### config.mk
export PLATFORM = sky130hd
export DESIGN_NAME = external_mem_responder
export DESIGN_NICKNAME = d
export VERILOG_FILES = /design/src/rtl/external_mem_responder_pkg.sv /design/src/rtl/external_mem_responder_fifo.sv /design/src/rtl/external_mem_responder.sv
export SDC_FILE = /design/constraint.sdc
export NUM_CORES = 2
export LEC_CHECK = 0
export BUFFER_PORTS_ARGS = -buffer_cell sky130_fd_sc_hd__buf_2
export CELL_PAD_IN_SITES_DETAIL_PLACEMENT = 0
export CELL_PAD_IN_SITES_GLOBAL_PLACEMENT = 1
export CORE_MARGIN = 2
export CORE_UTILIZATION = 60
export CTS_BUF_LIST = sky130_fd_sc_hd__clkbuf_2
export DETAILED_ROUTE_END_ITERATION = 7
export PLACE_DENSITY_LB_ADDON = 0.3
export SYNTH_ARGS = -nofsm -noshare
export SYNTH_HDL_FRONTEND = slang
export SYNTH_HIERARCHICAL = 1
export SYNTH_SLANG_ARGS = --single-unit
### constraint.sdc
create_clock -name clk -period 8.8 [get_ports clk]
set_clock_uncertainty 0.2 [all_clocks]
set_input_delay 2.64 -clock clk [delete_from_list [all_inputs] [get_ports clk]]
set_output_delay 2.64 -clock clk [all_outputs]
set_load 0.02 [all_outputs]
### src/rtl/external_mem_responder_pkg.sv
// rtl/external_mem_responder_pkg.sv - shared types, LFSR polynomial and step function
// Purpose: request-queue entry layout and the 16-bit Galois LFSR used for latency.
// Entry field widths follow EXT_RESP_WIDTH / EXT_RESP_ADDR_WIDTH, which must
// match the WIDTH / ADDR_WIDTH parameters of external_mem_responder.
// Ports: none (package).

`ifndef EXT_RESP_WIDTH
`define EXT_RESP_WIDTH 32
`endif
`ifndef EXT_RESP_ADDR_WIDTH
`define EXT_RESP_ADDR_WIDTH 8
`endif

package external_mem_responder_pkg;

  localparam int ENTRY_WIDTH = `EXT_RESP_WIDTH;
  localparam int ENTRY_IDX_W = `EXT_RESP_ADDR_WIDTH - $clog2(`EXT_RESP_WIDTH / 8);

  localparam logic [15:0] LFSR_POLY = 16'hB400;

  typedef struct packed {
    logic                   is_wr;
    logic [ENTRY_IDX_W-1:0] idx;
    logic [ENTRY_WIDTH-1:0] wr_data;
    logic [ENTRY_WIDTH-1:0] wr_biten;
  } req_entry_t;

  // Right-shifting Galois step: feedback taps applied when the bit shifted out is 1.
  function automatic logic [15:0] lfsr_next(input logic [15:0] cur);
    lfsr_next = {1'b0, cur[15:1]} ^ (cur[0] ? LFSR_POLY : 16'h0000);
  endfunction

endpackage

### src/rtl/external_mem_responder_fifo.sv
// rtl/external_mem_responder_fifo.sv - synchronous request FIFO (ext_resp_fifo)
// Purpose: DEPTH-entry in-order queue of req_entry_t; head visible combinationally.
// Ports:
//   clk, rst          clock, synchronous active-low reset (flushes pointers/count)
//   push, push_entry  enqueue request (ignored when full)
//   pop               dequeue head (ignored when empty)
//   head_entry        entry at the read pointer
//   full, empty       derived from the registered count
//   count             number of stored entries

module ext_resp_fifo
  import external_mem_responder_pkg::*;
#(
  parameter int DEPTH = 4
) (
  input  logic                     clk,
  input  logic                     rst,
  input  logic                     push,
  input  req_entry_t               push_entry,
  input  logic                     pop,
  output req_entry_t               head_entry,
  output logic                     full,
  output logic                     empty,
  output logic [$clog2(DEPTH):0]   count
);

  localparam int PW = $clog2(DEPTH);

  req_entry_t     store_q [DEPTH];
  logic [PW-1:0]  wr_ptr_q, wr_ptr_d;
  logic [PW-1:0]  rd_ptr_q, rd_ptr_d;
  logic [PW:0]    count_q, count_d;
  logic           do_push, do_pop;

  assign full       = (count_q == (PW+1)'(DEPTH));
  assign empty      = (count_q == '0);
  assign count      = count_q;
  assign head_entry = store_q[rd_ptr_q];

  // DEPTH is a power of two, so pointers wrap by natural overflow.
  always_comb begin
    do_push  = push && !full;
    do_pop   = pop && !empty;
    wr_ptr_d = wr_ptr_q;
    rd_ptr_d = rd_ptr_q;
    if (do_push) wr_ptr_d = wr_ptr_q + 1'b1;
    if (do_pop)  rd_ptr_d = rd_ptr_q + 1'b1;
    count_d  = count_q + (PW+1)'(do_push) - (PW+1)'(do_pop);
  end

  always_ff @(posedge clk) begin
    if (!rst) begin
      wr_ptr_q <= '0;
      rd_ptr_q <= '0;
      count_q  <= '0;
    end else begin
      wr_ptr_q <= wr_ptr_d;
      rd_ptr_q <= rd_ptr_d;
      count_q  <= count_d;
    end
  end

  always_ff @(posedge clk) begin
    if (rst && do_push) store_q[wr_ptr_q] <= push_entry;
  end

endmodule

### src/rtl/external_mem_responder.sv
// rtl/external_mem_responder.sv - pipelined in-order req/ack memory responder
// Purpose: queues up to DEPTH requests, holds each head for MIN_LAT..MAX_LAT
// pseudo-random extra cycles and answers strictly in issue order.
// Optional feature macro: EXTERNAL_MEM_RESPONDER_ERR_EN adds rd_err/wr_err and ERR_IDX.
// Ports:
//   clk, rst           clock, synchronous active-low reset (mem contents kept)
//   req, req_is_wr     request strobe and direction (1 = write)
//   addr               byte address; word index = addr >> log2(WIDTH/8)
//   wr_data, wr_biten  write data and per-bit write enable
//   req_stall          queue full; request not taken this cycle
//   rd_ack, rd_data    one-cycle read response; rd_data is 0 outside rd_ack
//   wr_ack             one-cycle write response
//   rd_err, wr_err     (ERR_EN only) error flag qualifying the ack

module external_mem_responder
  import external_mem_responder_pkg::*;
#(
  parameter int          WIDTH      = `EXT_RESP_WIDTH,
  parameter int          ADDR_WIDTH = `EXT_RESP_ADDR_WIDTH,
  parameter int          DEPTH      = 4,
  parameter int          MIN_LAT    = 0,
  parameter int          MAX_LAT    = 3,
  parameter logic [15:0] SEED       = 16'hACE1
`ifdef EXTERNAL_MEM_RESPONDER_ERR_EN
  ,
  parameter int          ERR_IDX    = 0
`endif
) (
  input  logic                  clk,
  input  logic                  rst,
  input  logic                  req,
  input  logic                  req_is_wr,
  input  logic [ADDR_WIDTH-1:0] addr,
  input  logic [WIDTH-1:0]      wr_data,
  input  logic [WIDTH-1:0]      wr_biten,
  output logic                  req_stall,
  output logic                  rd_ack,
  output logic [WIDTH-1:0]      rd_data,
  output logic                  wr_ack
`ifdef EXTERNAL_MEM_RESPONDER_ERR_EN
  ,
  output logic                  rd_err,
  output logic                  wr_err
`endif
);

  localparam int ADDR_SHIFT = $clog2(WIDTH / 8);
  localparam int IDX_W      = ADDR_WIDTH - ADDR_SHIFT;
  localparam int MEM_WORDS  = 2 ** IDX_W;
  localparam int LAT_RANGE  = MAX_LAT - MIN_LAT + 1;
  localparam int LAT_W      = (MAX_LAT > 0) ? $clog2(MAX_LAT + 1) : 1;
  localparam int CNT_W      = $clog2(DEPTH) + 1;

  req_entry_t        push_entry, head;
  logic              full, empty;
  logic [CNT_W-1:0]  count;
  logic              accept, fire, load, err_hit, mem_we;
  logic [WIDTH-1:0]  mem_wdata;

  logic [WIDTH-1:0]  mem_q [MEM_WORDS] = '{default: '0};

  logic [15:0]       lfsr_q, lfsr_d;
  logic [LAT_W-1:0]  lat_cnt_q, lat_cnt_d;
  logic              rd_ack_q, rd_ack_d;
  logic              wr_ack_q, wr_ack_d;
  logic [WIDTH-1:0]  rd_data_q, rd_data_d;
  logic              err_q, err_d;

  generate
    if (ADDR_SHIFT > 0) begin : g_lsb
      logic unused_addr_lsbs;
      assign unused_addr_lsbs = ^addr[ADDR_SHIFT-1:0];
    end
  endgenerate

  always_comb begin
    push_entry          = '0;
    push_entry.is_wr    = req_is_wr;
    push_entry.idx      = addr[ADDR_WIDTH-1:ADDR_SHIFT];
    push_entry.wr_data  = wr_data;
    push_entry.wr_biten = wr_biten;
  end

  ext_resp_fifo #(.DEPTH(DEPTH)) u_fifo (
    .clk        (clk),
    .rst        (rst),
    .push       (accept),
    .push_entry (push_entry),
    .pop        (fire),
    .head_entry (head),
    .full       (full),
    .empty      (empty),
    .count      (count)
  );

  assign req_stall = full;
  assign accept    = req && !full;
  assign fire      = !empty && (lat_cnt_q == '0);
  // A new head appears on a push into an empty queue, or when a pop leaves
  // something behind (an older entry, or the entry pushed in the same cycle).
  assign load      = (accept && empty) || (fire && ((count > CNT_W'(1)) || accept));

`ifdef EXTERNAL_MEM_RESPONDER_ERR_EN
  assign err_hit = (head.idx == IDX_W'(ERR_IDX));
`else
  assign err_hit = 1'b0;
`endif

  always_comb begin
    lfsr_d    = lfsr_q;
    lat_cnt_d = lat_cnt_q;
    if (load) begin
      lat_cnt_d = LAT_W'(MIN_LAT + (int'(lfsr_q) % LAT_RANGE));
      lfsr_d    = lfsr_next(lfsr_q);
    end else if (!empty && lat_cnt_q != '0) begin
      lat_cnt_d = lat_cnt_q - 1'b1;
    end

    rd_ack_d  = fire && !head.is_wr;
    wr_ack_d  = fire && head.is_wr;
    err_d     = fire && err_hit;
    rd_data_d = '0;
    if (rd_ack_d && !err_hit) rd_data_d = mem_q[head.idx];

    mem_we    = wr_ack_d && !err_hit;
    mem_wdata = (mem_q[head.idx] & ~head.wr_biten) | (head.wr_data & head.wr_biten);
  end

  always_ff @(posedge clk) begin
    if (!rst) begin
      lfsr_q    <= SEED;
      lat_cnt_q <= '0;
      rd_ack_q  <= 1'b0;
      wr_ack_q  <= 1'b0;
      rd_data_q <= '0;
      err_q     <= 1'b0;
    end else begin
      lfsr_q    <= lfsr_d;
      lat_cnt_q <= lat_cnt_d;
      rd_ack_q  <= rd_ack_d;
      wr_ack_q  <= wr_ack_d;
      rd_data_q <= rd_data_d;
      err_q     <= err_d;
    end
  end

  // Memory contents survive reset; only a fired write may change them.
  always_ff @(posedge clk) begin
    if (rst && mem_we) mem_q[head.idx] <= mem_wdata;
  end

  assign rd_ack  = rd_ack_q;
  assign wr_ack  = wr_ack_q;
  assign rd_data = rd_data_q;

`ifdef EXTERNAL_MEM_RESPONDER_ERR_EN
  assign rd_err = err_q && rd_ack_q;
  assign wr_err = err_q && wr_ack_q;
`else
  logic unused_err;
  assign unused_err = err_q;
`endif

endmodule

==> results.md <==
- Outcome: complete, but fails checks
- Failing checks: capacitance limit, slew limit
- Final hold slack: between 200 and 300 ps
- Final GP Congestion: 0.8723
- CP Class: flip-flop to flip-flop
- Root Driver: clkbuf_2
- Worst-path clk slew: between 100 and 150 ps
- Critical path required time: 10,060 ps
- Die Span X: slightly below 400 µm
- Post-synthesis sequential area ratio: approximately 78%
- Bufs and invs on worst path: 3
- Post-CTS setup repair buffer count: 0
- Cts-stage hold buffer count: 0
- Crit share post-route: 76.01%
- Layout area overhead: 9.462%
- Distinct cells, synth: 82
- Pleak: approximately 0.033 µW
- Slowest CP cell: nor4_1
- Register area: between 0.07 and 0.08 mm²
- Worst Max-Slew Pin Slew: approximately 1500 ps
- CP top delay family: simple AND/OR/NAND/NOR gates
- Ratio of cells with drive above 1 in the final layout: about a quarter
- Ports: 111
- Total of max-cap violations: 1
- Crit path max fanout: 43
- Startpoint types: flip-flop
- Post-synthesis async set-or-reset flop share: 0%
- Drc violations: 0
- Number of synthesis warnings: 6
- Ys flop type: edfxtp_1
- Vias/cell: 6.637
- Worst Hold Depth: 2
- Areal power density over the cells: about 340 mW/mm²
- Syn_area_per_cell: 17.71 µm²
- Die area: ~0.16 mm²
- Synthesized flop and latch total: 2,393
- Post-synth top cells: edfxtp_1 (2,332), a22oi_1 (433), nand2_1 (219)
- Final WL: ~240,000 µm
- Area of the mapped netlist: a little over 0.09 mm²
- H-tree depth: 6
- Worst-skew pair later-pin latency: 1780 ps
- CP Data Arrival Time: between 7000 and 8000 ps
- DRT iter0 DRCs: 7,425
- I/O Buffers: between 100 and 150
- Gr ovfl total: 0
- Largest net degree at the start of global routing: ~140
- Worst reg2reg path depth: 10
- CTS tree: done
- Flop-to-flop setup slack: ~2100 ps
- Site Rows: roughly 140
- Initial antenna violation count: 19
- Worst path cell trace: mux4_4, buf_4, nor3b_2, buf_4, nand2_1, a31oi_1, nor4_1, nand4_1, mux2_2, buf_4
- Post-synth EDFFs: around 2,300
- Non-Filler Cell Area, Final: 0.1002 mm²
- First-pass GRT wire length: 352,100 µm
- Post-CTS Resized: 0
- Worst VDD drop: 421.0 µV
- Most frequent cell after synthesis: edfxtp_1
- Crit end category: flip-flop
- Period minus WS final: roughly 6700 ps
- Vias in the first global route: 53,447
- Longest Clk Path Bufs: 4
- # setup viols final: 0
- Clock Sinks: ~2,400
- Pre-antenna DRT Iters: 6
- Crit path largest cell delay: between 1000 and 1500 ps
- Initial Util: between 60 and 70%
- WP depth: 10
- FF-to-FF End: mem_q[42][14]
- Wirelength per Cell: between 30 and 40 µm
- HP Class: flip-flop to flip-flop
- Num CTS Buffers: around 590
- Core area: 0.1517 mm²
- GR Util All Layers: between 30% and 40%
- DIE HEIGHT: approximately 390 µm
- Synth Instances: between 5,000 and 6,000
- Final TNS setup: 0 ps
- Cell taking the most area after synthesis: edfxtp_1
- Fill cells: roughly 10,000
- RSZ-0062 raised after global routing: false
- Via count: roughly 54,000
- Final Net Count: a little under 6,000
- Pins Over Slew Limit: 1
- Worst path most repeated cell: buf_4
- Syn Nets: approximately 5,300
- Fmax: approximately 150 MHz
- Synth top area share: between 70% and 80%
- Final Hold Vio Count: 0
- Post-DP HPWL: around 140,000 µm
- Worst setup endpoint: mem_q[42][14]
- Area occupied by multi-input gates: roughly 0.019 mm²
- Post-DP Area: around 0.095 mm²
- Ranking of synthesized cells by area: edfxtp_1 (77%), a22oi_1 (3.6%), mux4_2 (3.2%), a221oi_1 (1.5%), dfxtp_1 (1.3%)
- ANT nets after route: 0
- Rel. slew slack: -0.6683%
-- report_power, final --
group / switching [µW] / internal [µW] / total, µW
combinational: 8310 / 2700 / 11000
clock: 4190 / 2750 / 6940
sequential: 103 / 15800 / 15900
-- area by class of cell --
cell class / instances / area share [%]
sequential: 2393 / 71.13
multi-input combinational: 2358 / 19.13
clock buffer: 833 / 4.162
tap: 2030 / 2.536
timing repair buffer: 303 / 2.126
clock inverter: 146 / 0.7732
inverter: 31 / 0.1187
antenna: 8 / 0.01998
-- cell families after synthesis --
kind of cell	Yosys count	share of synthesized area, %
flip-flops	2393	77.86
XOR/XNOR	5	0.04785
AND/OR/NAND/NOR	786	4.576
buffers and inverters	416	2.157
adder cells (fa/ha/maj)	8	0.1176
multiplexers	308	5.279
AO/OA/AOI/OAI	1251	9.966
-- worst register-to-register path: stages, from the launching register on --
cell	delay, ps
dfxtp_4	730
mux4_4	950
buf_4	420
nor3b_2	200
buf_4	310
nand2_1	140
a31oi_1	350
nor4_1	1130
nand4_1	710
mux2_2	840
buf_4	410
-- how the worst min path moves through the flow --
stage,end,slack [ps],startpoint
floorplan,lfsr_q[5],240,lfsr_q[5]
global placement,lfsr_q[1],250,lfsr_q[2]
detailed placement,lfsr_q[1],260,lfsr_q[2]
CTS,lfsr_q[1],270,lfsr_q[2]
global route,lfsr_q[14],290,lfsr_q[15]
finish,lfsr_q[14],270,lfsr_q[15]
-- layout by cell type, fill, tap and decap left out, types with 16 or more instances in the layout --
| cell | n |
|---|---|
| buf_4 | 185 |
| mux4_2 | 127 |
| nor3b_1 | 33 |
| and2_1 | 19 |
| o21ai_0 | 84 |
| inv_1 | 28 |
| nand3b_1 | 18 |
| edfxtp_1 | 2332 |
| mux2i_1 | 118 |
| a22o_1 | 46 |
| a221o_1 | 30 |
| a31oi_1 | 34 |
| and3_1 | 40 |
| nor3_1 | 66 |
| nor4_1 | 43 |
| nor2_4 | 65 |
| and3b_1 | 29 |
| clkbuf_2 | 833 |
| mux2_2 | 45 |
| clkinv_1 | 114 |
| a31oi_4 | 17 |
| and4_1 | 16 |
| nand2b_1 | 59 |
| o22ai_1 | 192 |
| o221ai_1 | 18 |
| a211oi_1 | 17 |
| nand2_1 | 217 |
| dfxtp_1 | 59 |
| nor2_1 | 74 |
| a221oi_1 | 156 |
| a22oi_1 | 433 |
| a21oi_1 | 92 |
| a2111oi_0 | 19 |
| nand3_1 | 26 |
| buf_2 | 108 |
-- layer usage --
layer  part of all wire [%]  wire length (µm)  vias up  global-route usage [%]
met5                  0.041               100        -                       0
met4                    3.0              7428       12                   11.33
met3                     13             31090      495                   8.848
met2                     46            112900     3559                   47.10
met1                     38             92130    27017                   43.67
li1                       -                 -    22686                       -
-- sequential cells by signal (all words and copies together) (netlist names), named ones only --
register         cells
lat_cnt_q            2
lfsr_q              16
u_fifo/wr_ptr_q      2
u_fifo/rd_ptr_q      2
u_fifo/store_q     284
rd_ack               1
rd_data             32
u_fifo/count         3
mem_q             2048
wr_ack               1
-- per-stage QoR --
stage | total power (µW) | util [%] | cells | setup WS, ps
finish | 33880 | 66.02 | 8102 | 2111
global route | 35090 | 66.01 | 8096 | 2067
CTS | 33740 | 66.01 | 8094 | 2317
detailed placement | 26930 | 62.75 | 7115 | 2363
global placement | 26630 | 62.75 | 7115 | 2424
floorplan | 22420 | - | 5167 | 2586
Note: power is estimated with default switching activity, not from simulation.
